### config.mk
export PLATFORM = sky130hd
export DESIGN_NAME = fetch_stage_flat
export DESIGN_NICKNAME = d
export VERILOG_FILES = /design/src/rtl/fetch_stage_pkg.sv /design/src/rtl/fetch_stage_if.sv /design/src/rtl/fetch_stage_if_id_reg.sv /design/src/rtl/fetch_stage.sv /design/src/flat_wrapper.sv
export SDC_FILE = /design/constraint.sdc
export NUM_CORES = 1
export LEC_CHECK = 0
export ABC_AREA = 1
export ABC_CLOCK_PERIOD_IN_PS = 2700
export CORE_UTILIZATION = 25
export CTS_BUF_LIST = sky130_fd_sc_hd__clkbuf_8 sky130_fd_sc_hd__clkbuf_16
export DETAILED_ROUTE_END_ITERATION = 10
export GPL_ROUTABILITY_DRIVEN = 0
export REMOVE_ABC_BUFFERS = 1
export SLEW_MARGIN = 20
export SYNTH_ARGS = -nofsm -noshare
export SYNTH_HDL_FRONTEND = slang
export SYNTH_SLANG_ARGS = --single-unit
### constraint.sdc
create_clock -name clk_i -period 2.7 [get_ports clk_i]
set_input_delay 0.54 -clock clk_i [delete_from_list [all_inputs] [get_ports clk_i]]
set_output_delay 0.54 -clock clk_i [all_outputs]
set_load 0.05 [all_outputs]
### src/rtl/fetch_stage_pkg.sv
// Shared constants for the fetch stage: NOP encoding, FSM encodings, PC step.
// IF/ID update operations are an enum; FSM states stay legacy-width constants.
package fetch_stage_pkg;

  localparam logic [31:0] NOP_INSTR = 32'h0000_0013;
  localparam logic [31:0] PC_INCR   = 32'd4;

  localparam logic [1:0] ST_IDLE  = 2'd0;
  localparam logic [1:0] ST_FETCH = 2'd1;
  localparam logic [1:0] ST_HOLD  = 2'd2;

  typedef enum logic [1:0] {
    IFID_HOLD,
    IFID_BUBBLE,
    IFID_LOAD
  } ifid_op_e;

  function automatic logic [31:0] word_align(input logic [31:0] addr);
    return addr & ~32'h3;
  endfunction

endpackage

### src/rtl/fetch_stage_if.sv
// Instruction-memory request/response bundle between fetch stage and memory.
interface fetch_stage_if;
  logic        imem_req_o;
  logic [31:0] imem_addr_o;
  logic        imem_ready_i;
  logic [31:0] imem_rdata_i;

  modport master (output imem_req_o, output imem_addr_o,
                  input  imem_ready_i, input imem_rdata_i);
  modport slave  (input  imem_req_o, input imem_addr_o,
                  output imem_ready_i, output imem_rdata_i);
endinterface

### src/rtl/fetch_stage_if_id_reg.sv
// IF/ID pipeline register: hold, insert a NOP bubble, or load a fetched word.
module if_id_reg
  import fetch_stage_pkg::*;
(
  input  logic        clk_i,
  input  logic        rst_n_i,
  input  ifid_op_e    op_i,
  input  logic [31:0] pc_i,
  input  logic [31:0] instr_i,
  output logic [31:0] PC_o,
  output logic [31:0] Instr_o,
  output logic        Valid_o
);

  logic [31:0] pc_q;
  logic [31:0] instr_q;
  logic        valid_q;

  // A bubble keeps the old PC so downstream debug still sees where we were.
  always_ff @(posedge clk_i or negedge rst_n_i) begin
    if (!rst_n_i) begin
      pc_q    <= '0;
      instr_q <= NOP_INSTR;
      valid_q <= 1'b0;
    end else begin
      case (op_i)
        IFID_LOAD: begin
          pc_q    <= pc_i;
          instr_q <= instr_i;
          valid_q <= 1'b1;
        end
        IFID_BUBBLE: begin
          instr_q <= NOP_INSTR;
          valid_q <= 1'b0;
        end
        default: ;
      endcase
    end
  end

  assign PC_o    = pc_q;
  assign Instr_o = instr_q;
  assign Valid_o = valid_q;

endmodule

### src/rtl/fetch_stage.sv
// Instruction fetch: single outstanding request, stall buffer, branch redirect.
module fetch_stage
  import fetch_stage_pkg::*;
#(
  parameter logic [31:0] RESET_PC = 32'h0000_0000
) (
  input  logic          clk_i,
  input  logic          rst_n_i,
  input  logic          start_i,
  input  logic          Stall_i,
  input  logic          Branch_i,
  input  logic [31:0]   BranchTarget_i,
  fetch_stage_if.master imem,
  output logic [31:0]   PC_o,
  output logic [31:0]   Instr_o,
  output logic          Valid_o
);

  logic [1:0]  state_q, state_d;
  logic [31:0] pc_q, pc_d;
  logic [31:0] buf_q, buf_d;
  ifid_op_e    ifid_op;
  logic [31:0] ifid_instr;

  always_comb begin
    state_d    = state_q;
    pc_d       = pc_q;
    buf_d      = buf_q;
    ifid_op    = IFID_HOLD;
    ifid_instr = imem.imem_rdata_i;
    case (state_q)
      ST_IDLE: begin
        if (start_i) state_d = ST_FETCH;
      end
      ST_FETCH: begin
        // Branch wins over stall and any response arriving this cycle.
        if (Branch_i) begin
          pc_d    = word_align(BranchTarget_i);
          ifid_op = IFID_BUBBLE;
        end else if (imem.imem_ready_i) begin
          if (Stall_i) begin
            buf_d   = imem.imem_rdata_i;
            state_d = ST_HOLD;
          end else begin
            ifid_op = IFID_LOAD;
            pc_d    = pc_q + PC_INCR;
          end
        end else if (!Stall_i) begin
          ifid_op = IFID_BUBBLE;
        end
      end
      ST_HOLD: begin
        if (Branch_i) begin
          pc_d    = word_align(BranchTarget_i);
          ifid_op = IFID_BUBBLE;
          state_d = ST_FETCH;
        end else if (!Stall_i) begin
          ifid_op    = IFID_LOAD;
          ifid_instr = buf_q;
          pc_d       = pc_q + PC_INCR;
          state_d    = ST_FETCH;
        end
      end
      default: state_d = ST_IDLE;
    endcase
  end

  always_ff @(posedge clk_i or negedge rst_n_i) begin
    if (!rst_n_i) begin
      state_q <= ST_IDLE;
      pc_q    <= RESET_PC;
      buf_q   <= '0;
    end else begin
      state_q <= state_d;
      pc_q    <= pc_d;
      buf_q   <= buf_d;
    end
  end

  assign imem.imem_req_o  = (state_q == ST_FETCH);
  assign imem.imem_addr_o = pc_q;

  if_id_reg u_if_id_reg (
    .clk_i   (clk_i),
    .rst_n_i (rst_n_i),
    .op_i    (ifid_op),
    .pc_i    (pc_q),
    .instr_i (ifid_instr),
    .PC_o    (PC_o),
    .Instr_o (Instr_o),
    .Valid_o (Valid_o)
  );

endmodule

### src/flat_wrapper.sv
// flat-port wrapper written by rule: the top's interface ports become plain ports
module fetch_stage_flat import fetch_stage_pkg::*;
#(
  parameter logic [31:0] RESET_PC = 32'h0000_0000
)
  (clk_i, rst_n_i, start_i, Stall_i, Branch_i, BranchTarget_i, PC_o, Instr_o, Valid_o, imem_imem_req_o, imem_imem_addr_o, imem_imem_ready_i, imem_imem_rdata_i);
  fetch_stage_if imem_i ();
  input  logic clk_i;
  input  logic rst_n_i;
  input  logic start_i;
  input  logic Stall_i;
  input  logic Branch_i;
  input  logic [31:0] BranchTarget_i;
  output logic [31:0] PC_o;
  output logic [31:0] Instr_o;
  output logic Valid_o;
  output wire logic [$bits(imem_i.imem_req_o)-1:0] imem_imem_req_o;
  output wire logic [$bits(imem_i.imem_addr_o)-1:0] imem_imem_addr_o;
  input wire logic [$bits(imem_i.imem_ready_i)-1:0] imem_imem_ready_i;
  input wire logic [$bits(imem_i.imem_rdata_i)-1:0] imem_imem_rdata_i;
  assign imem_imem_req_o = imem_i.imem_req_o;
  assign imem_imem_addr_o = imem_i.imem_addr_o;
  assign imem_i.imem_ready_i = imem_imem_ready_i;
  assign imem_i.imem_rdata_i = imem_imem_rdata_i;
  fetch_stage #(.RESET_PC(RESET_PC)) u_core (.clk_i(clk_i), .rst_n_i(rst_n_i), .start_i(start_i), .Stall_i(Stall_i), .Branch_i(Branch_i), .BranchTarget_i(BranchTarget_i), .imem(imem_i), .PC_o(PC_o), .Instr_o(Instr_o), .Valid_o(Valid_o));
endmodule
; ---- Word-level counts from Yosys, hierarchy flattened
; Index checks and enable logic that the tools add are counted.
[classes]
add_sub_neg = 1
n_eq_ne = 10
n_mux = 23
n_bitwise = 1
n_reduce_logical = 6
[op_table]
columns = op, n
row1 = 2-to-1 mux 32 bit, 7
row2 = case mux 32 bit (2 select lines), 2
row3 = adder 32 x 3 -> 32 bit (second input constant), 1
row4 = 2-to-1 mux 2 bit, 10
row5 = inequality test 2 bit (second input constant), 3
row6 = case mux 2 bit (3 select lines), 1
row7 = AND reduction 5 bit, 1
row8 = == test 2 x 1 -> 1 bit (second input constant), 2
row9 = == test 2 bit (second input constant), 2
row10 = case mux 2 bit (2 select lines), 1
row11 = nonzero test 2 bit, 2
row12 = inequality test 3 x 2 -> 1 bit (second input constant), 1
row13 = inequality test 3 bit (second input constant), 1
row14 = AND reduction 3 bit, 1
row15 = logical NOT 2 bit, 1
row16 = inequality test 2 x 1 -> 1 bit (second input constant), 1
row17 = case mux 1 bit (2 select lines), 1
row18 = AND reduction 2 bit, 1
row19 = 2-to-1 mux 1 bit, 1
row20 = NOT 1 bit, 1
[word_totals]
regBits = 131
inputBits = 70
output_inout_bits = 98
elab_cells = 47

; ---- Depth between registers and ports, before layout
[logic_depth]
ltp_word = 6
depth_mapped = 14
depth_no_buf = 12

; ---- Cells and area by module
; A second synthesis with hierarchy kept.
[hier_totals]
cells_unflattened = 1004
area_unflattened_um2 = 7166.9
[modules_own_cells]
columns = module, n_inst, cells_each, area_each_um2, seq_area_each_um2
row1 = fetch_stage, 1, 721, 4481.8, 1601.5
row2 = if_id_reg, 1, 283, 2685.1, 1630.3

; ---- Worst setup path after synthesis
; Ideal clock, no wire load.
[synth_path]
path_type = flip-flop to flip-flop
startpoint = reg u_core.state_q[1]
endpoint = reg u_core.u_if_id_reg.instr_q[10] (netlist: u_core.u_if_id_reg.Instr_o[10])
setup_time_ps = 76
arrival_ps = 2598
setup_slack_ps = 26
path_stages_with_launch = 14
n_path_buf = 2
period_less_slack_ps = 2674
cell_sequence = dfrtp_1 inv_1 ha_1 inv_1 a21oi_1 o21bai_1 nand3_1 ha_1 or2_1 inv_1 buf_2 buf_2 o21ai_0 o21ai_1
[synth_via]
elab_chain_cells = 4
[synth_lines]
columns = item, line_no
row1 = start: declaration, fetch_stage.sv:19  ; logic [1:0] state_q, state_d;
row2 = start signal: assignment, fetch_stage.sv:74  ; state_q <= state_d;
row3 = == test 2 x 1 -> 1 bit (*), --
row4 = net imem_imem_req_o, flat_wrapper.sv:17  ; output wire logic [$bits(imem_i.imem_req_o)-1:0] imem_imem_req_o;
row5 = case mux 2 bit (2 select lines) (*), fetch_stage.sv:31  ; case (state_q)
row6 = == test 2 x 1 -> 1 bit / == test 2 bit (equally long branches), fetch_stage_if_id_reg.sv:26  ; case (op_i)
row7 = case mux 32 bit (2 select lines) / nonzero test 2 bit (equally long branches), --
row8 = end signal: assignment, fetch_stage_if_id_reg.sv:29  ; instr_q <= instr_i;
row9 = end: declaration, fetch_stage_if_id_reg.sv:16  ; logic [31:0] instr_q;
; The timed path passes the listed nets; every way through them passes the cells marked *.
; A chain may end at the register's enable or synchronous reset.

; ---- Worst setup path in the final report
[layout_path]
startpoint = reg u_core.state_q[1]
endpoint = out imem_imem_req_o
[layout_via]
elab_chain_cells = 1
[layout_lines]
columns = item, line_no
row1 = == test 2 x 1 -> 1 bit, fetch_stage.sv:80  ; assign imem.imem_req_o = (state_q == ST_FETCH);
row2 = end: declaration, flat_wrapper.sv:17
; Every way passes these cells.

==> impl_metrics.ini <==
[drt]
viasPerCell = 4.55
finalWirelength_um = 20300
drc = 0
drtIter0Drc = 460
wl_per_cell_um = 14.6
antenna_left = 0
via_count = 6331
first_pass_iters = 5

[logic_synthesis]
synth_top_cell_area_share_pct = 46.9
yosysWarnings = 0
ys_ff_latch = 127
syn_area_per_cell_um2 = 7.44
synthCells = 889
yosysSeqAreaShare_pct = 48.1
yosysUniqueCellTypes = 30
synth_top_cell_by_area = dfrtp_1
syn_area_um2 = 6610
synthTopCellsByArea = dfrtp_1 47%, nand2_1 13%, o21ai_0 9.2%

[run]
cap_violations = 0

[cells_and_area]
drive_above_1_share_pct = 7.87
fillCellCount = 2728
final_util_pct = 35.7
nets = 1119
syn2layout_area_growth_pct = 40.4
fin_area_um2 = 9280
stdcell_count = 1391

[worst_setup_path]
worst-endpoint-arrival_ns = 2.03
worst-path-buf-inv = 2
crit_fanout = 4
path_cells = inv_1, ha_1, clkdlybuf4s50_1
cpPeakStageDelay_ns = 0.89
worst-setup-path-type = reg -> out
crit_path_start_kind = flop
path_delay_family = buffers and inverters
end_kind = output pin
crit_slowest_cell = clkdlybuf4s50_1
critPathRequiredTime_ns = 2.16

[global_route]
grt_pass1_wl_um = 32400
antenna_found_initial = 2
grt_pass1_vias = 6109
grt_max_degree = 65
track_usage_pct = 15.6
grt-ovfl-total = 0

[status]
status = finished, final reports clean

[floorplan]
rows = 59
dieWidth_um = 165
initial_core_util_pct = 25.4
core_um2 = 26000
die_h_um = 165
die_area_um2 = 27100
ioPinCount = 168

[timing]
setup_viol = 0
finalClockSkew_ns = 0.00855
worst_slew_pin_slew_ns = 0.617
fmax_mhz = 388
holdWs_ns = 0.0921
fin_crit_ns = 2.57
slew_headroom_pct = 58.8
rsz0062_at_grt = no
hold_viol = 0
slew_violations = 0
min_period_over_period_pct = 95.4

[power]
vdd_drop_max_v = 0.000784
leakagePower_nw = 4.08
p_per_area_nw_per_um2 = 1410
total_power_w = 0.0131

[clocking]
cts_tree = built
cts_setup_buffers = 0
cts_buffers = 17
hold_buffers = 0
cts-htree-levels = 4
cts.sinks = 127
clkSlewWorstSetupHoldPaths_ns = 0.06
root_buffer = clkbuf_16
ctsResizeCount = 0
clk_latency_ns = 0.42
cts.path.max_buffers = 2

[placed_design]
dpl-instance-area_um2 = 8620
placedCellCount = 1358
io_buffers = 161
hpwl_um = 13700

[hold_path]
min_path_type = in -> async
-- path summary, 6_finish.rpt --
| kind | cells past startpoint | endpoint | start | slack, ns |
|---|---|---|---|---|
| min | 1 | u_core.imem.imem_addr_o[31]$_DFFE_PN0P_ | rst_n_i | 0.09 |
| max reg2reg | 12 | u_core.u_if_id_reg.Instr_o[16]$_DFFE_PN0P_ | u_core.state_q[1]$_DFFE_PN0P_ | 0.34 |
| max | 3 | imem_imem_req_o | u_core.state_q[1]$_DFFE_PN0P_ | 0.13 |
| min reg2reg | 2 | u_core.u_if_id_reg.Instr_o[24]$_DFFE_PN0P_ | u_core.u_if_id_reg.Instr_o[24]$_DFFE_PN0P_ | 0.49 |
| max in group asynchronous | 2 | u_core.buf_q[13]$_DFFE_PN0P_ | rst_n_i | 1.87 |
| min in group clk_i | 2 | u_core.u_if_id_reg.Instr_o[24]$_DFFE_PN0P_ | u_core.u_if_id_reg.Instr_o[24]$_DFFE_PN0P_ | 0.49 |
-- flip-flops by register name, summed over array words and instances (netlist names) --
name and cells:
u_core.imem.imem_addr_o 30, u_core.state_q 2, u_core.buf_q 32, u_core.u_if_id_reg.Valid_o 1
u_core.u_if_id_reg.PC_o 30, u_core.u_if_id_reg.Instr_o 32
-- per-layer routing --
layer | up-vias | routed length, um | track usage, %
li1 | 3141 | - | -
met1 | 2940 | 9270 | 20.6
met2 | 220 | 8950 | 24.4
met3 | 26 | 1780 | 4.70
met4 | 4 | 281 | 4.75
met5 | - | 23 | 0
-- logic make-up (layout without fill, tap and decap cells) --
family                   Yosys count  count (layout)  share of synthesized area, %
AND/OR/NAND/NOR                  413             413                          24.8
multiplexers                       9               9                          1.53
XOR/XNOR                           1               1                         0.132
other                              1               5                        0.0567
flip-flops                       127             127                          48.1
adder cells (fa/ha/maj)            7               7                          1.32
AO/OA/AOI/OAI                    203             203                          15.8
buffers and inverters            128             291                          8.19
-- worst reg2reg max path, stage by stage (launching register included) --
cell and delay [ns]:
dfrtp_1 0.39, inv_1 0.11, ha_1 0.22, inv_1 0.10, a21oi_1 0.15, o21bai_1 0.13, nand3_1 0.11, ha_2 0.30
or2_1 0.22, inv_1 0.10, buf_12 0.19, o21ai_0 0.10, o21ai_0 0.17
-- report_power, final --
| part | switching, W | internal [W] | total, W |
|---|---|---|---|
| sequential | 0.000721 | 0.00287 | 0.00359 |
| combinational | 0.00467 | 0.00226 | 0.00693 |
| clock | 0.000925 | 0.00169 | 0.00261 |
-- cell usage in the layout, fill, tap and decap left out, types with 13 or more instances in the layout --
cell type / count
a21oi_1: 45
buf_4: 13
clkbuf_16: 17
clkdlybuf4s50_1: 159
dfrtp_1: 124
inv_1: 77
nand2_1: 233
nand3_1: 34
nor2_1: 128
o21ai_0: 122
o21ai_1: 25
-- layout make-up --
cell class / instances / area [um2] / share of cell area (%)
Tap cell: 335 / 419 / 4.51
Inverter: 80 / 300 / 3.23
Timing Repair Buffer: 179 / 1810 / 19.4
Clock inverter: 13 / 211 / 2.28
Multi-Input combinational cell: 637 / 2910 / 31.3
Clock buffer: 19 / 453 / 4.88
Antenna cell: 1 / 2.50 / 0.0270
Sequential cell: 127 / 3180 / 34.3
-- through the flow --
step	worst slack [ns]	TNS, ns
final	0.125	0
after CTS	0.100	0
after global routing	0.0132	0
after floorplan	-2.10	-145.06
after detailed placement	-0.0412	-0.341
after global placement	-0.0139	-0.0618
-- cells in the mapped netlist (all sizes together) --
master    n
xnor2     1
dfstp     3
conb      1
nor3      2
buf      31
or2       4
o22ai     5
ha        7
nand3    34
a31oi     1
nor2    136
a21oi    45
dfrtp   124
o31ai     1
mux2      9
and2      1
clkbuf   17
o21bai    3
inv      80
nand2   236
o21ai   148
Power figures use the tool's default switching activity.
